$ cat config.mk
export PLATFORM = sky130hd
export DESIGN_NAME = instr_encode_loader
export DESIGN_NICKNAME = d
export VERILOG_FILES = /design/src/rtl/instr_encode_loader.sv
export SDC_FILE = /design/constraint.sdc
export NUM_CORES = 1
export LEC_CHECK = 0
export BUFFER_PORTS_ARGS = -buffer_cell sky130_fd_sc_hd__buf_2
export CAP_MARGIN = 15
export CORE_ASPECT_RATIO = 1.25
export CORE_UTILIZATION = 42
export CTS_CLUSTER_DIAMETER = 30
export DETAILED_ROUTE_END_ITERATION = 10
export PLACE_DENSITY = 0.76
export SLEW_MARGIN = 20
export SYNTH_ARGS = -nofsm -noshare
export SYNTH_HDL_FRONTEND = slang
export SYNTH_SLANG_ARGS = --single-unit
export TNS_END_PERCENT = 50
$ cat constraint.sdc
create_clock -name clk -period 1.7 [get_ports clk]
set_input_delay 0.085 -clock clk [delete_from_list [all_inputs] [get_ports clk]]
set_output_delay 0.085 -clock clk [all_outputs]
set_load 0.005 [all_outputs]
$ cat src/rtl/instr_encode_loader.sv
// Assembles RV32I words from micro-op fields and streams them into imem; `INSTR_CHECK_EN adds a sticky err output.
// Latency: one cycle from accept to imem write; one word per two cycles.
// Backpressure: req_ready is low while writing, when full, in DONE, and whenever finish is asserted.
module instr_encode_loader #(
   parameter int ADDR_W = 10,
   parameter int DEPTH  = 256,
   parameter int BASE   = 0
) (
   input  logic                         clk,
   input  logic                         rst_n,
   input  logic                         req_valid,
   output logic                         req_ready,
   input  logic [2:0]                   req_class,
   input  logic [2:0]                   req_funct3,
   input  logic                         req_alt,
   input  logic [4:0]                   req_rd,
   input  logic [4:0]                   req_rs1,
   input  logic [4:0]                   req_rs2,
   input  logic [12:0]                  req_imm,
   input  logic                         finish,
   input  logic                         restart,
   output logic                         imem_we,
   output logic [ADDR_W-1:0]            imem_addr,
   output logic [31:0]                  imem_wdata,
   output logic [$clog2(DEPTH+1)-1:0]   count,
   output logic                         full,
   output logic                         cpu_run
`ifdef INSTR_CHECK_EN
   ,output logic                        err
`endif
);

   localparam int CW = $clog2(DEPTH+1);

   localparam logic [1:0] S_IDLE  = 2'd0;
   localparam logic [1:0] S_WRITE = 2'd1;
   localparam logic [1:0] S_DONE  = 2'd2;

   localparam logic [6:0]  OP_IMM    = 7'b0010011;
   localparam logic [6:0]  OP_REG    = 7'b0110011;
   localparam logic [6:0]  OP_STORE  = 7'b0100011;
   localparam logic [6:0]  OP_LOAD   = 7'b0000011;
   localparam logic [6:0]  OP_BRANCH = 7'b1100011;
   localparam logic [31:0] NOP_WORD  = 32'h0000_0013;

   logic [1:0]  state;
   logic [31:0] enc_word;
   logic [11:0] imm_i;
   logic        accept;

   // Shift-immediate forms carry the arithmetic select in bit 30, not the immediate.
   always_comb begin
      imm_i = req_imm[11:0];
      if (req_funct3 == 3'b101) begin
         imm_i = {1'b0, req_alt, 5'b0, req_imm[4:0]};
      end
      case (req_class)
         3'd0:    enc_word = {imm_i, req_rs1, req_funct3, req_rd, OP_IMM};
         3'd1:    enc_word = {1'b0, req_alt, 5'b0, req_rs2, req_rs1, req_funct3, req_rd, OP_REG};
         3'd2:    enc_word = {req_imm[11:5], req_rs2, req_rs1, 3'b010, req_imm[4:0], OP_STORE};
         3'd3:    enc_word = {req_imm[11:0], req_rs1, 3'b010, req_rd, OP_LOAD};
         3'd4:    enc_word = {req_imm[12], req_imm[10:5], req_rs2, req_rs1, req_funct3,
                              req_imm[4:1], req_imm[11], OP_BRANCH};
         default: enc_word = NOP_WORD;
      endcase
   end

   assign full      = (count == CW'(DEPTH));
   assign req_ready = (state == S_IDLE) && !full && !finish;
   assign accept    = req_valid && req_ready;
   assign imem_we   = (state == S_WRITE);
   assign cpu_run   = (state == S_DONE);
   assign imem_addr = ADDR_W'(BASE) + ADDR_W'({count, 2'b00});

   always_ff @(posedge clk or negedge rst_n) begin
      if (!rst_n) begin
         state      <= S_IDLE;
         imem_wdata <= 32'h0;
         count      <= '0;
      end else begin
         case (state)
            S_IDLE: begin
               if (finish) begin
                  state <= S_DONE;
               end else if (accept) begin
                  imem_wdata <= enc_word;
                  state      <= S_WRITE;
               end
            end
            S_WRITE: begin
               count <= count + CW'(1);
               state <= S_IDLE;
            end
            S_DONE: begin
               if (restart) begin
                  count <= '0;
                  state <= S_IDLE;
               end
            end
            default: state <= S_IDLE;
         endcase
      end
   end

`ifdef INSTR_CHECK_EN
   logic req_bad;

   always_comb begin
      req_bad = 1'b0;
      if (req_class > 3'd4) begin
         req_bad = 1'b1;
      end else if (req_class == 3'd4) begin
         req_bad = (req_funct3 == 3'b010) || (req_funct3 == 3'b011) || req_imm[0];
      end else if (req_class != 3'd1) begin
         req_bad = (req_imm[12] != req_imm[11]);
      end
   end

   always_ff @(posedge clk or negedge rst_n) begin
      if (!rst_n) begin
         err <= 1'b0;
      end else if (state == S_DONE && restart) begin
         err <= 1'b0;
      end else if (accept && req_bad) begin
         err <= 1'b1;
      end
   end
`endif

endmodule
Yosys cells after proc, flatten, opt, wreduce, memory -nomap -nowiden
Cells that the tools add are included.

operators by class
  bitwise operators = 1
  equal/unequal tests = 10
  multiplexer cells = 8
  add/sub/neg operators = 1
  reductions and logical operators = 11

operators by type and width
  operator             count
  $pmux 32 s5          1
  $pmux 9 s2           1
  $mux 12              1
  $add 9x1->9 const B  1
  $eq 9x9->1 const B   1
  $mux 9               1
  $eq 3x2->1 const B   2
  $eq 3x3->1 const B   2
  $mux 2               3
  $pmux 2 s2           1
  $reduce_and 2->1     2
  $eq 3x1->1 const B   1
  $logic_and 1x1->1    3
  $logic_not 3->1      1
  $ne 3x3->1 const B   1
  $reduce_and 3->1     1
  $eq 2x1->1 const B   1
  $eq 2x2->1 const B   1
  $logic_not 1->1      2
  $logic_not 2->1      1
  $ne 2x2->1 const B   1
  $reduce_bool 2->1    1
  $not 1->1            1

storage, ports and cells
  register bits = 43
  word-level logic and storage cells = 34

Longest topological paths before layout
  word-level depth = 8
  mapped depth = 8

Least setup slack after synthesis
OpenSTA, ideal clock, no wires.

  kind = register -> register
  start = reg count[5]
  end = reg imem_wdata[28]
  setup slack = 0.053 ns
  data arrival time = 1.526 ns
  path buffers = 0
  cell stages (with the launch flop) = 5
  period minus slack after synthesis = 1.647 ns
  cell sequence = dfrtp_1 > or4_4 > o211ai_2 > o21ba_2 > a22o_1

on the way
  cells in the longest elaborated chain, start to end = 6

ends and longest elaborated chain
  element                            RTL line  source
  start, declared                    25        output logic [$clog2(DEPTH+1)-1:0] count,
  start signal, assigned             91        count <= count + CW'(1);
  $eq 9x9->1                         68        assign full = (count == CW'(DEPTH));
  $logic_not 1->1                    69        assign req_ready = (state == S_IDLE) && !full && !finish;
  $logic_and 1x1->1 (2 in series)    69
  $logic_and 1x1->1                  70        assign accept = req_valid && req_ready;
  $reduce_and 3->1 (no source line)  -
  end signal, assigned               86        imem_wdata <= enc_word;
  end, declared                      24        output logic [31:0] imem_wdata,

No other way between the ends.
A chain may end at the register's enable or synchronous reset.

Worst setup path after layout
  start = reg count[5]
  end = reg imem_wdata[29]

Same word-level chain as after synthesis.

==> summary.md <==
| Metric | Value |
|---|---|
| Clock Sinks | `40` |
| GRT Total Usage | `0.199` |
| Initial antenna violation count | `0` |
| Slowest cell on the critical path | `or4_4` |
| CP endpoint | `imem_wdata[29]` |
| Reg2reg end | `imem_wdata[29]` |
| DRC violations left | `0` |
| Most common cell after layout, fill and taps aside | `buf_2` |
| Latest clock arrival within the worst-skew pair | `290 ps` |
| CORE AREA | `4530 sq um` |
| Highest clock rate | `about 0.56 GHz` |
| Post-Layout Cell Count | `between 300 and 400` |
| Primary FF master, synth | `dfrtp_1` |
| Post-Synth XOR/XNOR Area | `0` |
| Worst Path Buf+Inv | `1` |
| Critical-path cell list | `or4_4 -> o211ai_4 -> buf_12 -> o21ba_4 -> a22o_1` |
| Stages on worst setup path | `5` |
| DRT iter0 DRCs | `60` |
| Sequential Power Share | `0.451` |
| Fin. max-slew vios | `0` |
| # rows | `27` |
| Worst hold-check path type | `in2reg` |
| PnR worst setup slack | `-80.4 ps` |
| PortBufs | `90` |
| Data required, critical path | `1880 ps` |
| CP Launch Point | `count[5]` |
| Failing checks | `setup timing` |
| Largest cells by area after synthesis | `dfrtp_1 50%, nand2_1 7.4%, o21ai_0 5.2%` |
| Final instance area | `2770 sq um` |
| GR Overflow Total | `0` |
| Final hold viol count | `0` |
| Hpwl dp | `3760 um` |
| Largest family of logic cells by synthesized area | `compound AO/OA/AOI/OAI gates` |
| Clock network power share | `0.269` |
| Die Y | `about 80 um` |
| Seq/Total Area, Yosys | `0.496` |
| Largest net degree at the start of global routing | `22` |
| Commonest non-fill, non-tap cells in the layout | `90 x buf_2, 40 x nand2_1, 40 x dfrtp_1` |
| Worst Path Arrival | `1960 ps` |
| Final core occ | `0.612` |
| Die area | `5090 sq um` |
| DR pass1 iterations | `4` |
| Reg2reg start | `count[5]` |
| EDFF count, synth | `0` |
| FF-to-FF setup slack | `-80 ps` |
| Via density | `4.97` |
| Fillcell total | `about 430` |
| Worst setup SP type | `flip-flop` |
| Combinational power share | `0.281` |
| Final-report setup violation count | `15` |
| Sw Pwr | `851 uW` |
| Share of cells above drive strength 1 | `0.406` |
| Relative slew slack | `0.599` |
| Worst-margin pin slew | `602 ps` |
| Multi-input combinational cell area | `857 sq um` |
| Syn Inst Count | `208` |
| Clock slew at reported path FFs | `roughly 80 ps` |
| CTS tree | `built` |
| RSZ-0062 raised after global routing | `true` |
| Family with the most delay on the worst path | `simple AND/OR/NAND/NOR gates` |
| Asr flop ratio synth | `1.00` |
| MaxCap Viol Count | `0` |
| Ports | `95` |
| Post-DR wirelength/cell | `13.3 um` |
| Mux share of post-synthesis cell area | `0.0446` |
| Tcrit/Tclk final | `1.05` |
| Horiz. Die Dim | `64.0 um` |
| Antenna diodes | `0` |
| Peak supply drop | `0.000653 V` |
| CP max stage delay | `560 ps` |
| Area leader, netlist | `dfrtp_1` |
| First-pass GRT wire length | `7880 um` |
| Cell area after synthesis | `approximately 2000 sq um` |
| Layout area overhead | `37.2%` |
| Critical path type | `reg2reg` |
| Avg Cell Area, Syn | `9.71 sq um` |
| FF+latch count, synth | `40` |
| Area of placed instances | `2540 sq um` |
| Final wirelength | `4920 um` |
| Leakage | `roughly 1.5 nW` |
| Yosys warns | `0` |
| Power Density | `1040 nW/um^2` |
| Placed cell count | `about 360` |
| Complex-gate fraction of the synthesized area | `0.195` |
| Clock Skew | `between 4 and 5 ps` |
| Cells on worst reg2reg path | `5` |
| Max clock buf depth | `2` |
| Endpoint type of the worst setup path | `flip-flop` |
| Yosys top cell area share | `0.496` |
| Vias in the first global route | `around 1800` |
| Final min period | `1780 ps` |
| Sw Ratio | `0.295` |
| Adder-Cell Fraction of Synth Area | `0.0124` |
| Root Buffer | `clkbuf_8` |
| Outcome | `finished with violations` |
| Nets | `354` |
| Distinct cells, synth | `38` |
| Simple-Gate Fraction of Synth Area | `0.155` |
| Power Internal | `2.03 mW` |
| Starting density of the core | `0.446` |
| GP Congestion | `0.822` |
| Register area | `1000 sq um` |
| Post-DRT Antenna Nets | `0` |
| Vias | `roughly 1800` |
| Num CTS Buffers | `5` |
| Max FO, Critical Path | `9` |
| H-tree levels | `2` |
kinds of logic (layout without fill, tap and decap cells):
logic type,after synthesis,after routing
adder cells (fa/ha/maj),2,2
flip-flops,40,40
other,1,4
AND/OR/NAND/NOR,67,67
AO/OA/AOI/OAI,59,59
buffers and inverters,30,132
multiplexers,9,9
worst reg2reg max path, stage by stage (launching register included):
cell and delay [ps]:
dfrtp_1 390, or4_4 560, o211ai_4 200, buf_12 160, o21ba_4 170, a22o_1 180
through the flow:
stage	hold WS (ps)	setup TNS (ps)	setup slack (ps)	total power, mW
6_report	9.60	-542	-80.4	2.88
5_1_grt	10.5	-1230	-100	3.05
4_1_cts	1.61	-750	-77.6	2.89
3_5_place_dp	-8.45	-490	-54.0	2.09
3_3_place_gp	-18.8	-61.6	-20.3	2.06
2_1_floorplan	-211	0	52.6	1.69
state kept, by name, summed over array words and instances, names as in the netlist:
| signal | flops |
|---|---|
| count | 9 |
| state | 2 |
| imem_wdata | 29 |
layout make-up:
class | count | area share
clock buffers | 5 | 0.0248
clock inverters | 3 | 0.0153
inverters | 9 | 0.0122
multi-input cells | 141 | 0.309
flip-flops and latches | 40 | 0.361
well taps | 58 | 0.0262
repair buffers | 115 | 0.251
synthesized netlist by cell type, drive strengths merged, types with 3 or more instances:
master,instances
nor2,7
dfrtp,40
o31ai,5
nand2b,4
a21oi,9
mux2i,9
nand2,40
buf,18
and3,3
a22o,6
clkbuf,3
inv,9
o21ai,25
nor2b,3
worst min path at each step:
stage | end | depth (start not counted) | start
final | imem_wdata[26] | 2 | req_imm[6]
after global routing | imem_wdata[26] | 2 | req_imm[6]
after CTS | imem_wdata[26] | 2 | req_imm[6]
after detailed placement | count[2] | 1 | rst_n
after global placement | count[2] | 1 | rst_n
after floorplan | count[0] | 0 | rst_n
power by group through the flow:
stage / combinational, mW / sequential [mW] / clock, mW
after detailed placement: 0.781 / 1.31 / 0
after global routing: 0.908 / 1.33 / 0.821
after floorplan: 0.350 / 1.34 / 0
after global placement: 0.750 / 1.31 / 0
final: 0.809 / 1.30 / 0.775
after CTS: 0.792 / 1.30 / 0.794
what timing repair did:
| action | in CTS | in global routing |
|---|---|---|
| setup endpoints to repair | 18 | 32 |
| hold buffers | 3 | 0 |
| endpoints found under the hold margin | 14 | 0 |
| resized for setup | 2 | 7 |
| gates cloned | 0 | 1 |
| pin swaps | 1 | 1 |
| setup buffers | 1 | 2 |
metal layers:
layer	global-route usage	vias up	wire, um
met2	0.351	71	2490
li1	-	912	-
met4	0.0477	0	38
met5	0	-	0
met3	0.0543	4	298
met1	0.239	856	2090
Power figures use the tool's default switching activity.
